$ cat src/rtl/uart_pkg.sv
// uart_pkg: definitions shared by the UART transmitter and receiver.
//   - uart_state_e : 3-bit frame state encoding (idle/start/data/parity/stop)
//   - OVERSAMPLE   : s_tick pulses per bit period
//   - DEF_NB_BIT, DEF_SB_TICK : default frame geometry
//   - even_parity  : parity bit that makes the total count of ones even
package uart_pkg;

  typedef enum logic [2:0] {
    ST_IDLE   = 3'd0,
    ST_START  = 3'd1,
    ST_DATA   = 3'd2,
    ST_PARITY = 3'd3,
    ST_STOP   = 3'd4
  } uart_state_e;

  localparam int OVERSAMPLE  = 16;
  localparam int DEF_NB_BIT  = 8;
  localparam int DEF_SB_TICK = 16;

  // Callers zero-extend their data word, so the unused upper bits do not
  // disturb the reduction.
  function automatic logic even_parity(input logic [31:0] d);
    return ^d;
  endfunction

endpackage

$ cat src/rtl/uart_tx.sv
// uart_tx: UART serial transmitter.
// Serializes din LSB-first as start bit, NB_BIT data bits, optional even
// parity bit and a stop interval of SB_TICK s_tick periods. All bit timing
// comes from the shared 16x baud enable s_tick.
//
// Ports:
//   clk          in   clock
//   reset        in   synchronous, active-high reset
//   s_tick       in   baud enable, 16 pulses per bit, one clk wide
//   tx_start     in   request to send din, honoured only when idle
//   din          in   [NB_BIT-1:0] word captured on an accepted tx_start
//   tx           out  registered serial line, idles high
//   tx_busy      out  high whenever a frame is in progress
//   tx_done_tick out  one-cycle pulse with the final stop s_tick
//
// Build option: define UART_TX_PARITY_EN to emit an even-parity bit between
// the data bits and the stop interval; without it data goes straight to stop.
module uart_tx
  import uart_pkg::*;
#(
  parameter int NB_BIT  = DEF_NB_BIT,
  parameter int SB_TICK = DEF_SB_TICK
) (
  input  logic              clk,
  input  logic              reset,
  input  logic              s_tick,
  input  logic              tx_start,
  input  logic [NB_BIT-1:0] din,
  output logic              tx,
  output logic              tx_busy,
  output logic              tx_done_tick
);

  localparam int TW = ($clog2(SB_TICK) < 4) ? 4 : $clog2(SB_TICK);
  localparam int BW = (NB_BIT > 1) ? $clog2(NB_BIT) : 1;

  uart_state_e       state_q, state_d;
  logic [TW-1:0]     s_q, s_d;
  logic [BW-1:0]     n_q, n_d;
  logic [NB_BIT-1:0] b_q, b_d;
  logic              tx_q, tx_d;
  logic              done_d;
`ifdef UART_TX_PARITY_EN
  logic              par_q, par_d;
`endif

  always_ff @(posedge clk) begin
    if (reset) begin
      state_q <= ST_IDLE;
      s_q     <= '0;
      n_q     <= '0;
      tx_q    <= 1'b1;
    end else begin
      state_q <= state_d;
      s_q     <= s_d;
      n_q     <= n_d;
      tx_q    <= tx_d;
    end
    // Shift register and parity are only meaningful inside a frame, so they
    // are left out of reset.
    b_q <= b_d;
`ifdef UART_TX_PARITY_EN
    par_q <= par_d;
`endif
  end

  always_comb begin
    state_d = state_q;
    s_d     = s_q;
    n_d     = n_q;
    b_d     = b_q;
    done_d  = 1'b0;
`ifdef UART_TX_PARITY_EN
    par_d   = par_q;
`endif

    case (state_q)
      ST_IDLE: begin
        if (tx_start) begin
          b_d     = din;
          s_d     = '0;
          state_d = ST_START;
`ifdef UART_TX_PARITY_EN
          // Parity is fixed at capture so later din changes cannot leak in.
          par_d   = even_parity(32'(din));
`endif
        end
      end
      ST_START: begin
        if (s_tick) begin
          if (s_q == TW'(OVERSAMPLE - 1)) begin
            s_d     = '0;
            n_d     = '0;
            state_d = ST_DATA;
          end else begin
            s_d = s_q + 1'b1;
          end
        end
      end
      ST_DATA: begin
        if (s_tick) begin
          if (s_q == TW'(OVERSAMPLE - 1)) begin
            s_d = '0;
            b_d = b_q >> 1;
            n_d = n_q + 1'b1;
            if (n_q == BW'(NB_BIT - 1)) begin
`ifdef UART_TX_PARITY_EN
              state_d = ST_PARITY;
`else
              state_d = ST_STOP;
`endif
            end
          end else begin
            s_d = s_q + 1'b1;
          end
        end
      end
`ifdef UART_TX_PARITY_EN
      ST_PARITY: begin
        if (s_tick) begin
          if (s_q == TW'(OVERSAMPLE - 1)) begin
            s_d     = '0;
            state_d = ST_STOP;
          end else begin
            s_d = s_q + 1'b1;
          end
        end
      end
`endif
      ST_STOP: begin
        if (s_tick) begin
          if (s_q == TW'(SB_TICK - 1)) begin
            done_d  = 1'b1;
            state_d = ST_IDLE;
          end else begin
            s_d = s_q + 1'b1;
          end
        end
      end
      default: state_d = ST_IDLE;
    endcase

    // The line level is chosen from the next state so the registered tx
    // lines up with the state register, one clk after the decision.
    case (state_d)
      ST_START:  tx_d = 1'b0;
      ST_DATA:   tx_d = b_d[0];
`ifdef UART_TX_PARITY_EN
      ST_PARITY: tx_d = par_d;
`endif
      default:   tx_d = 1'b1;
    endcase
  end

  assign tx           = tx_q;
  assign tx_busy      = (state_q != ST_IDLE);
  // Masked during reset so an abandoned frame never reports completion.
  assign tx_done_tick = done_d & ~reset;

endmodule

$ cat config.mk
export PLATFORM = sky130hd
export DESIGN_NAME = uart_tx
export DESIGN_NICKNAME = d
export VERILOG_FILES = /design/src/rtl/uart_pkg.sv /design/src/rtl/uart_tx.sv
export SDC_FILE = /design/constraint.sdc
export NUM_CORES = 1
export LEC_CHECK = 0
export BUFFER_PORTS_ARGS = -buffer_cell sky130_fd_sc_hd__buf_2
export CORE_MARGIN = 4
export CORE_UTILIZATION = 40
export DETAILED_ROUTE_END_ITERATION = 6
export SYNTH_ARGS = -nofsm -noshare
export SYNTH_HDL_FRONTEND = slang
export SYNTH_SLANG_ARGS = --single-unit
export TNS_END_PERCENT = 100
$ cat constraint.sdc
create_clock -name clk -period 1.9 [get_ports clk]
set_input_delay 0.38 -clock clk [delete_from_list [all_inputs] [get_ports clk]]
set_output_delay 0.38 -clock clk [all_outputs]
set_load 0.02 [all_outputs]
# After elaboration in Yosys (flattened, before gate mapping)
# Cells that the tools add are included.
# totals
ff_bits	19
input_bits	12
out_inout_bits	3
elab_cells	62
# classes
n_addsub	2
n_eq_ne	15
mux	28
n_bitwise	2
reduce_logical	9
# op_table
op	n
$mux W3	12
$mux W8	3
$mux W4	5
$pmux W8 S2	1
$ne A2 B2 Y1 const B	7
$pmux W3 S4	1
$pmux W4 S3	1
$reduce_and A5 Y1	2
$eq A3 B1 Y1 const B	2
$eq A3 B2 Y1 const B	2
$eq A3 B3 Y1 const B	2
$pmux W3 S2	1
$reduce_bool A3 Y1	2
$add A4 B1 Y4 const B	1
$eq A4 B4 Y1 const B	1
$reduce_and A4 Y1	1
$reduce_bool A2 Y1	2
$add A3 B1 Y3 const B	1
$logic_not A3 Y1	1
$mux W1	3
$ne A2 B1 Y1 const B	1
$pmux W1 S2	1
$reduce_or A2 Y1	1
$and A1 B1 Y1	1
$not A1 Y1	1

# Logic depth before layout (Yosys ltp)
# Gate-level depths: netlist (run 1).
# logic_depth
word_depth	7
ltp_mapped	6
mapped_depth_nobuf	6

# Worst setup path after synthesis (run 1)
# No wires, ideal clock.
# synth_path
path_type	register -> output
from	register state_q[2]
to	output port tx_done_tick
arrival_ns	1.397
required_ns	1.520
path_slack_ns	0.123
path_stages_with_launch	5
cell_sequence	dfxtp_1 > inv_2 > or3_4 > buf_6 > nor3_1
# synth_via
elab_chain_cells	3
# synth_rtl
element	line	rtl
start, declared	uart_tx.sv:37	uart_state_e state_q, state_d;
start signal, assigned	uart_tx.sv:54	state_q <= state_d;
$eq A3 B3 Y1	uart_tx.sv:77	case (state_q)
$mux W1	uart_tx.sv:77	
$and A1 B1 Y1	uart_tx.sv:158	assign tx_done_tick = done_d & ~reset;
end, declared	uart_tx.sv:31	output logic tx_done_tick
# No other way between the ends.

# Worst setup path after layout (run 1)
# Same ends and word-level chain as after synthesis.

==> summary.md, run 1 <==
The mean instance size in the synthesized netlist was 9.970 sq um; the maximum level of the CTS H-tree was 1. The tools report the length of the first detailed-routing pass in iterations as 4. The final clock skew was 4.713 ps.

For this run the aggregate overflow at the end of global routing stands at 0. Root buffer selected by CTS: clkbuf_4. The number of placement rows was 17.

The async set-reset flop share out of synthesis is 0%, and the routed wirelength normalized by instance count is 13.69 microns. For the number of global-route vias before repair, the log shows 742. The final instance count without filler cells came out at 140. The logs give 0 for the remaining design rule violation count and 109 for the net count after synthesis.

Relative to the synthesized area, the layout overhead comes to 16.82%. The class of the most critical hold timing path is input pin to flop. Summed over all cells, the static leakage comes to 0.4309 nW. Final hold analysis gives a worst-case slack of 335.6 ps.

In this run the most critical hold path is launched from din[0]. Among all stages on the critical path, the largest delay is contributed by or3_4. Detailed routing inserted a total of 782 vias. The commonest cells after synthesis are dfxtp_1 (12), a21oi_1 (7), edfxtp_1 (7), nand2_1 (7).

The die covers 3182 sq um. The number of antenna violations at the first check in global routing was 0; the max-slew violation count was 0. The post-route netlist has 32.14% of its cells at a drive strength greater than 1. In this run, the number of DRC markers left after iteration 0 of detailed routing was 19. Ranked by total cell area, the synthesized netlist is headed by dfxtp_1 (26%), edfxtp_1 (22%), a22o_1 (5.6%), ha_1 (4.0%), a21oi_1 (3.7%). The shortest period the worst path allows works out to 1810 ps. The endpoint kind of the worst setup timing path was an output pin.

The slew of the pin with the lowest slew margin works out to 533.2 ps. The run gives 0 as the number of antenna repair diodes. The number of synthesized flops with an enable pin is 7, and the number of sinks on the clock net is 19.

The final worst-path setup slack is 89.91 ps. The number of I/O pins is 15, and the share of the synthesized area in the top cell type is 25.63%. Prior to clock tree synthesis, the placed netlist has a worst setup slack of 246.7 ps. The cell type contributing the most total cell area after synthesis was dfxtp_1.

Detailed placement finished with a half-perimeter wire length of 1412 microns. After detailed routing, the number of vias per cell comes to 5.586. Clock-pin slew was measured on the worst setup and hold paths at 110 ps. Setup repair after global routing left no endpoint under its margin. At the end of routability-driven placement, the weighted congestion stood at 0.8326. The worst pin sits at a relative slew slack of 64.36%. For this run, the top clock speed supported by timing is 552.5 MHz. The flow ran to the end, and the final reports show no timing, DRC or antenna violations. The most critical setup path has its startpoint at state_q[2].

The topmost layer with routed signal wires is met4. The total negative slack for setup checks is 0 ps, and the met2 wire length is 824 microns. For this block, the routed nets add up to 1917 microns of wire. The signal on the critical path passes through inv_2 > or3_4 > nor3_2 > buf_2. The clock latency of the later-clocked register in the worst-skew pair was 300 ps; the final hold violation count was 0. The maximum number of buffers from clock root to sink came out at 2. In this run the critical register-to-register path is launched from state_q[2]. In this run, placement finished with an instance count of 135. Measured along the x axis, the die boundary spans 56.41 microns. Most instantiated flip-flop cell in the synthesis netlist: dfxtp_1.

The count of buffers inserted at the top-level ports is 14, and the vertical die dimension is 56.41 microns. The worst setup path is launched from a flop. Synthesis instantiated 40 different standard cells from the library. The library cell with the highest instance count after synthesis is dfxtp_1.

The first global-routing pass estimated 3270 microns of wire. Synthesis produced a netlist whose cell count is 94. In this run the cell area of the synthesized design comes to 937.1 sq um. Along the worst path, the maximum fanout reaches 6.

The number of maximum-capacitance violations was 0; the power per standard cell area was 682.0 nW/um^2. The net count of the finished layout is 128. For the peak ir drop on the vdd network, the log shows 0.3060 mV. Of the available clock period, the critical path in the final layout requires 95.27%. The critical path contains buffers and inverters numbering 2 combined. Stage delay of the slowest cell on the critical path: 420 ps.

The residual antenna-violating net count after detailed routing is 0, and the number of failing setup endpoints in the final timing report is 0. For the met1 wire length, the log shows 995 microns. Data on the critical path arrives at its endpoint at 1430 ps.

The CTS buffer count is 3, and the flip-flop and latch count after synthesis is 19. In this run the standard cell core region covers 2212 sq um. The initial standard-cell utilization of the core is 42.36%. Sequential cells were found to cover 48.06% of the synthesized design area.

For the worst setup path, the data required time is 1520 ps. Broken down by cell family, the worst path's largest delay share belongs to simple AND/OR/NAND/NOR gates. Length of routed met3 wiring: 60 microns.

The critical path is of the flop to output pin type. TritonCTS built the clock tree. The logs give 0 for the Yosys warning count and 49.49% for the post-route core utilization.

Entering global routing, the biggest net connects 15 pins. The tools report the global-route total usage across every layer as 13.19%.
==> kinds of logic after synthesis <==
group | Yosys count | synth area share, %
and+or+nand+nor | 36 | 22.43
xor gates and xnor gates | 1 | 0.9348
buffers and inverters | 6 | 3.470
DFF | 19 | 48.06
AOI/OAI and AO/OA | 29 | 21.10
adders and majority gates | 3 | 4.006
==> area by class of cell <==
| class | count | area, sq um |
|---|---|---|
| Clock buffer | 3 | 22.52 |
| Timing Repair Buffer | 18 | 100.1 |
| Inverter | 2 | 7.507 |
| Sequential cell | 19 | 456.7 |
| Tap cell | 28 | 35.03 |
| Clock inverter | 1 | 5.005 |
| Multi-Input combinational cell | 69 | 467.9 |
| Fill cell | 209 | 1117 |
==> per-layer routing <==
layer,global-route usage (%),up-vias
met4,7.119,0
met1,18.36,365
li1,-,396
met5,0,-
met3,2.759,4
met2,18.86,17
==> placed cells by master (no fill, tap or decap), types with 2 or more instances in the layout <==
cell type / n
a21oi_1: 7
a22o_1: 6
and2_1: 2
buf_2: 14
buf_4: 4
clkbuf_4: 3
dfxtp_1: 9
dfxtp_2: 2
edfxtp_1: 7
ha_1: 2
nand2_1: 7
nand2b_1: 4
nand3_1: 2
nand4_1: 2
nor2_1: 6
o21ai_0: 6
==> worst min-delay path, cell delays in order <==
cell	delay (ps)
buf_2	70
a32oi_1	40
o21ai_1	100
==> sequential cells by signal, summed over array words and instances, names as in the netlist <==
register	cells
state_q	3
s_q	4
tx	1
n_q	3
b_q	8
==> where the power goes <==
part           switching (mW)  internal [mW]
sequential            0.00999          0.443
combinational          0.0464         0.0377
clock                   0.132         0.0785
total                   0.188          0.559
==> final timing paths <==
path / slack (ps) / endpoint / cells after the start
setup / recovery: 90 / tx_done_tick / 4
hold / removal: 340 / b_q[0] / 3
setup reg to reg: 260 / b_q[3] / 3
hold reg to reg: 490 / b_q[0] / 2
==> what timing repair did <==
action	in CTS	in global routing
setup buffers	1	0
hold buffers	0	0
gates resized for setup	2	4
endpoints found under the setup margin	1	1
==> per-stage QoR <==
stage | instance area (sq um) | power [mW]
final | 1095 | 0.7467
after CTS | 1085 | 0.7547
after global routing | 1095 | 0.7849
after floorplan | 937.1 | 0.5148
after detailed placement | 1046 | 0.5468
after global placement | 1046 | 0.5455
Note: power is estimated with default switching activity, not from simulation.
==> run 2: changes to the inputs <==
--- a/config.mk
+++ b/config.mk
@@ -11,2 +11,4 @@
 export DETAILED_ROUTE_END_ITERATION = 6
+export PLACE_DENSITY_LB_ADDON = 0.2
+export SETUP_SLACK_MARGIN = 0.02
 export SYNTH_ARGS = -nofsm -noshare
==> constraint.sdc (replaced) <==
create_clock -name clk -period 1.9 [get_ports clk]
set_input_delay 0.19 -clock clk [delete_from_list [all_inputs] [get_ports clk]]
set_output_delay 0.19 -clock clk [all_outputs]
set_load 0.02 [all_outputs]
==> summary.md, run 2 (synthesis gave the netlist of run 1 again) <==
Residual antenna-violating net count after detailed routing: 0. At the pin with the least slew margin, the transition time is 363.9 ps. After floorplanning, the core was sized to cover 2212 sq um. For the worst setup path, the data required time is 1710 ps.

Of the cells placed in the final design, the portion with a size suffix greater than 1 is 27.93%. The number of I/O pins is 15. The remaining design rule violation count is 0. The final layout net count is 127. Measured along the x axis, the die boundary spans 56.41 microns.

The tools report the maximum number of buffers from clock root to sink as 2. The number of antenna violations at the first check in global routing was 0; the critical-path maximum fanout was 6. The flow ran to the end, and the final reports show no timing, DRC or antenna violations. b_q holds more flip-flops than any other register.

The total cell area at the placement stage was 1039 sq um; the number of maximum-capacitance violations was 0. TritonCTS built the clock tree. The die is 56.41 microns tall.

After legalization and detailed placement, the total HPWL measured 1377 microns. Summing over every cut layer, the via total after detailed routing is 759. The run gives 708 as the number of global-route vias before repair. The root buffer selected by CTS is clkbuf_4.

The critical path is of the flop to output pin type. The library cell used most frequently in the layout, excluding fill and tap cells, is buf_2. Tracing the worst setup path back leads to its startpoint at state_q[2]. Static timing analysis puts the maximum clock frequency at 583.8 MHz.

The worst path in the final design needs a cycle of 1713 ps, including I/O delays and setup. Dividing the final minimum period by the clock period gives 90.16%. The clock reaches the later pin of the worst-skew pair after 300 ps. For the number of violations reported at the end of detailed-routing iteration 0, the log shows 15. For this design, the CTS-stage hold fixing added 0 buffers. The total length of routed wires is 1846 microns. Global routing used 13.01% of the available tracks across all layers. From synthesis to final layout, the design area changed by 14.69%.

The sequential group share of total power came out at 61.1%. The count of buffers added on input and output ports is 14. The min-delay analysis places its worst path in the category input pin to flop. Counting instances, the worst hold path has a depth of 2.

In the layout the commonest cells are buf_2 (14), dfxtp_1 (11), nand2_1 (7), a21oi_1 (7), edfxtp_1 (7). The worst setup path is launched from a flop. The final hold violation count came out at 0. The total negative slack for setup checks was 0 ps; the number of failing setup endpoints in the final timing report was 0. The worst register-to-register path has a depth of 4. The largest registers in the layout are b_q x8, s_q x4. In the final routed layout, each cell accounts on average for 13.28 microns.

For the length of the first detailed-routing pass in iterations, the log shows 4. For the final instance area, the log shows 1075 sq um. The analysis attributes to net switching a power of 0.1820 mW. For this design the static power due to leakage is 0.4273 nW. The max-slew violation count is 0. In this run the power density over the cells is 689.6 nW/um^2. Between clock sinks in the finished design, the worst skew comes to 8.464 ps. IR analysis of the VDD net gives a maximum drop of 0.5087 mV. The arrival time at the worst endpoint was 1520 ps.

The register with the most flip-flops in the layout has 8 of them. The die area is 3182 sq um, and the number of placement rows is 17. For this configuration, the core starts out at a cell density of 42.36%. The worst register-to-register path begins at s_q[0]. The maximum number of pins on one net before global-route repair is 15.

The number of antenna diodes in the final layout is 0. The number of clock buffers added by TritonCTS is 3. The final weighted congestion of routability-driven global placement is 0.7101, and the switching part of the total power is 24.56%.

The number of sinks on the clock net was 19. The first global-routing pass estimated 3256 microns of wire. The clock group share of total power is 27.6%, and the worst-case headroom to the max-slew limit is 75.11%. The tools report the internal power of the cells as 0.5591 mW.

Hold path startpoint: din[7]. Setup repair after global routing left no endpoint under its margin. STA classifies the critical path endpoint as an output pin. After clock tree synthesis, the clock-pin slew on the worst setup and hold paths is 110 ps. The logs give 0 for the global-route congestion overflow total and 11.4% for the combinational power share. The via-per-instance ratio is 5.460, and the maximum level of the CTS H-tree is 1.
run 2: worst paths after layout:
path / to / slack (ps)
setup / recovery: tx_done_tick / 190
hold / removal: b_q[7] / 160
setup reg to reg: b_q[2] / 220
hold reg to reg: n_q[0] / 490
run 2: final cells by class:
| class | count | area (sq um) |
|---|---|---|
| Fill cell | 228 | 1137 |
| Clock inverter | 1 | 5.005 |
| Inverter | 2 | 7.507 |
| Timing Repair Buffer | 17 | 92.59 |
| Tap cell | 28 | 35.03 |
| Sequential cell | 19 | 451.7 |
| Clock buffer | 3 | 22.52 |
| Multi-Input combinational cell | 69 | 460.4 |
run 2: per-layer routing:
metal / vias up / routed length (microns) / share of wire [%] / global-route usage (%)
met1: 351 / 894 / 48 / 18.13
li1: 388 / - / - / -
met5: - / 0 / 0 / 0
met3: 5 / 93 / 5.0 / 3.448
met2: 15 / 820 / 44 / 18.53
met4: 0 / 37 / 2.0 / 6.102
run 2: per-stage QoR:
| stage | cells | total power, mW | setup WS, ps | hold WS [ps] | utilization [%] |
|---|---|---|---|---|---|
| CTS | 138 | 0.7506 | 89.71 | 151.8 | 48.19 |
| finish | 139 | 0.7411 | 187.0 | 159.4 | 48.59 |
| floorplan | 94 | 0.5148 | 249.3 | 261.6 | - |
| global placement | 134 | 0.5465 | 257.2 | 471.0 | 46.95 |
| global route | 139 | 0.7870 | 40.84 | 157.5 | 48.59 |
| detailed placement | 134 | 0.5467 | 236.1 | 468.7 | 46.95 |
run 2: what timing repair did:
| item | in CTS | in global routing |
|---|---|---|
| gates resized for setup | 0 | 1 |
| buffers inserted | 0 | 1 |
| setup endpoints to repair | 0 | 1 |
run 2: worst max-delay path: stages (launching register included):
cell and delay [ps]:
dfxtp_2 410, inv_2 70, or3_4 420, nor3_1 140
buf_2 190
run 2: power by group through the flow:
stage               clock (mW)  sequential, mW  combinational [mW]
finish                   0.204           0.453              0.0843
global placement             0           0.462              0.0849
floorplan                    0           0.462              0.0531
detailed placement           0           0.462              0.0846
global route             0.235           0.455              0.0961
CTS                      0.213           0.453              0.0852
==> run 3: changes to the inputs <==
Settings changed: BUFFER_PORTS_ARGS -buffer_cell sky130_fd_sc_hd__buf_2 to default, CTS_BUF_LIST from default to sky130_fd_sc_hd__clkbuf_16, DONT_BUFFER_PORTS from default to 1.
==> summary.md, run 3 (synthesis gave the netlist of run 1 again) <==
The flow ran to the end, and the final reports show no timing, DRC or antenna violations. The slew of the pin with the lowest slew margin was 362.4 ps. The tools report the endpoint kind of the worst setup timing path as an output pin.

The critical path in this run is classified as flop to output pin. In this run the worst setup path begins at state_q[2]. The post-synthesis to final-layout area growth is 14.42%, and the number of antenna repair diodes is 0. After detailed routing, the average wire length per cell comes to 14.90 microns.

The slowest stage of the critical path is the dfxtp_1 cell. The logs give 732 for the routed via count and 0 for the global-route congestion overflow total. The first TritonRoute pass finished after 4 iterations.

For this run, the share of the core covered by cells in the final layout is 48.47%. The detail route stage leaves a number of antenna-violating nets equal to 0. The cell sitting at the root of the clock tree is a clkbuf_16. In this run the static leakage power is 0.4043 nW. For the maximum level of the CTS H-tree, the log shows 1. The stage delay of the slowest cell on the critical path works out to 430 ps. Leaving out fill and tap cells, the most frequent cell in the layout is dfxtp_1. The tools report the worst-case headroom to the max-slew limit as 75.22%. The worst setup path is launched from a flop. The clock-pin transition on the worst setup and hold timing paths works out to 50 ps. The total cell area at the placement stage is 975.9 sq um. The run gives 0 as the final hold violation count. The critical path goes through inv_2 > or3_4 > nor3_1 > buf_4.

Entering global routing, the biggest net connects 15 pins. Setup repair after global routing left no endpoint under its margin. In the post-route analysis, the smallest setup slack over all paths is 197.7 ps.

Total length of routed wires: 1892 microns. Number of violations reported at the end of detailed-routing iteration 0: 14. The routed design could run at a clock period as short as 1702 ps. The final instance area was 1072 sq um. The peak ir drop on the vdd network was 0.5701 mV; the total power was 0.9354 mW. The share of total power dissipated in the clock network is 44.2%. At the later pin of the worst-skew pair, clock insertion delay measures 240 ps. The via-per-instance ratio came out at 5.764. The worst flop-to-flop path startpoint is s_q[0].

In the layout the commonest cells are dfxtp_1 (12), nand2_1 (7), a21oi_1 (7), edfxtp_1 (7). In the final layout, the registers with the most flip-flops are b_q x8, s_q x4. The class of the most critical hold timing path was input pin to flop. Combinational cells account for 6.9% of the total power. Across the routed clock network, the largest skew measured is 1.950 ps. The tools report the global-route total usage across every layer as 12.87%. Switching power of the nets: 0.1829 mW. For this design, the sink count on the clock tree is 19. Detailed placement finished with a half-perimeter wire length of 1365 microns. The tools report the number of placement rows as 17. Based on the critical path, the design can be clocked at up to 587.5 MHz.

The first global-routing pass estimated 3187 microns of wire. The tool flagged a number of max-cap violations equal to 0. The logs give 2 for the maximum number of buffers from clock root to sink and 0 for the number of antenna violations at the first check in global routing. At the worst endpoint, the required time is 1710 ps. The logs give 724 for the number of global-route vias before repair and 0 ps for the total negative slack for setup checks. Timing analysis after detailed placement gives a worst setup slack of 255.4 ps. The sequential cells in the finished layout cover a total of 450.4 sq um. The floorplan step set the die width to 56.41 microns. The share of final-layout standard cells stronger than drive strength 1 is 16.16%. The sequential group share of total power was 48.8%; the max-slew violation count was 0.

The arrival time at the worst endpoint is 1510 ps. The final period utilization was 89.59%; the final weighted congestion of routability-driven global placement was 0.7371. The final layout net count was 115; the count of buffers inserted at the top-level ports was 0. The hold path startpoint is reset.

Counting the buffers created by CTS gives 3. The remaining design rule violation count was 0. The layout has 217 filler cells. The region available for standard cell placement spans 2212 sq um.

The number of placed instances with taps included is 121. Final hold analysis gives a worst-case slack of 9.884 ps. The internal power of the cells totals 0.7525 mW. The logs give 3182 sq um for the die area and 0 for the number of failing setup endpoints in the final timing report. The run gives 42.36% as the initial standard-cell utilization of the core. In this run the power density over the cells is 872.3 nW/um^2. The vertical die dimension is 56.41 microns. Net switching is 19.56% of the power. Along the worst path, the maximum fanout reaches 6. TritonCTS built the clock tree. The flip-flop count of the largest register after layout was 8. The logs give 127 for the final instance count without filler cells and 15 for the number of I/O pins. Register ranked first by flip-flop count: b_q. Summing all multi-input logic gate instances after layout gives 460.4 sq um.
## run 3: metal layers
| metal | up-vias | GRT usage (%) | wire length, microns |
|---|---|---|---|
| li1 | 362 | - | - |
| met1 | 346 | 15.74 | 859 |
| met2 | 18 | 19.53 | 873 |
| met3 | 6 | 5.057 | 107 |
| met4 | 0 | 6.441 | 52 |
| met5 | - | 0 | 0 |
## run 3: cell type report
| class | instances | share of cell area (%) |
|---|---|---|
| Sequential cell | 19 | 42.01 |
| Multi-Input combinational cell | 69 | 42.94 |
| Clock inverter | 1 | 0.3501 |
| Clock buffer | 3 | 7.001 |
| Timing Repair Buffer | 5 | 3.734 |
| Tap cell | 28 | 3.267 |
| Inverter | 2 | 0.7001 |
## run 3: critical path, delay by kind of cell, from the launching register on
family | cells | cell delay [ps]
buffers and inverters | 2 | 260
DFF | 1 | 430
and+or+nand+nor | 2 | 580
## run 3: final timing paths
path	end	slack [ps]	cells past startpoint
setup reg to reg	b_q[2]	250	4
hold reg to reg	n_q[0]	480	1
setup / recovery	tx_done_tick	200	4
hold / removal	s_q[3]	10	1
## run 3: power groups by stage
stage | sequential, mW | clock (mW) | combinational [mW]
after global routing | 0.459 | 0.438 | 0.0725
after global placement | 0.465 | 0 | 0.0627
final | 0.457 | 0.414 | 0.0648
after detailed placement | 0.465 | 0 | 0.0622
after floorplan | 0.462 | 0 | 0.0531
after CTS | 0.457 | 0.418 | 0.0652
## run 3: repair_timing
item,in CTS,in global routing
setup buffers,0,1
endpoints found under the hold margin,1,0
hold buffers,1,0
resized for setup,0,0
setup endpoints to repair,0,1
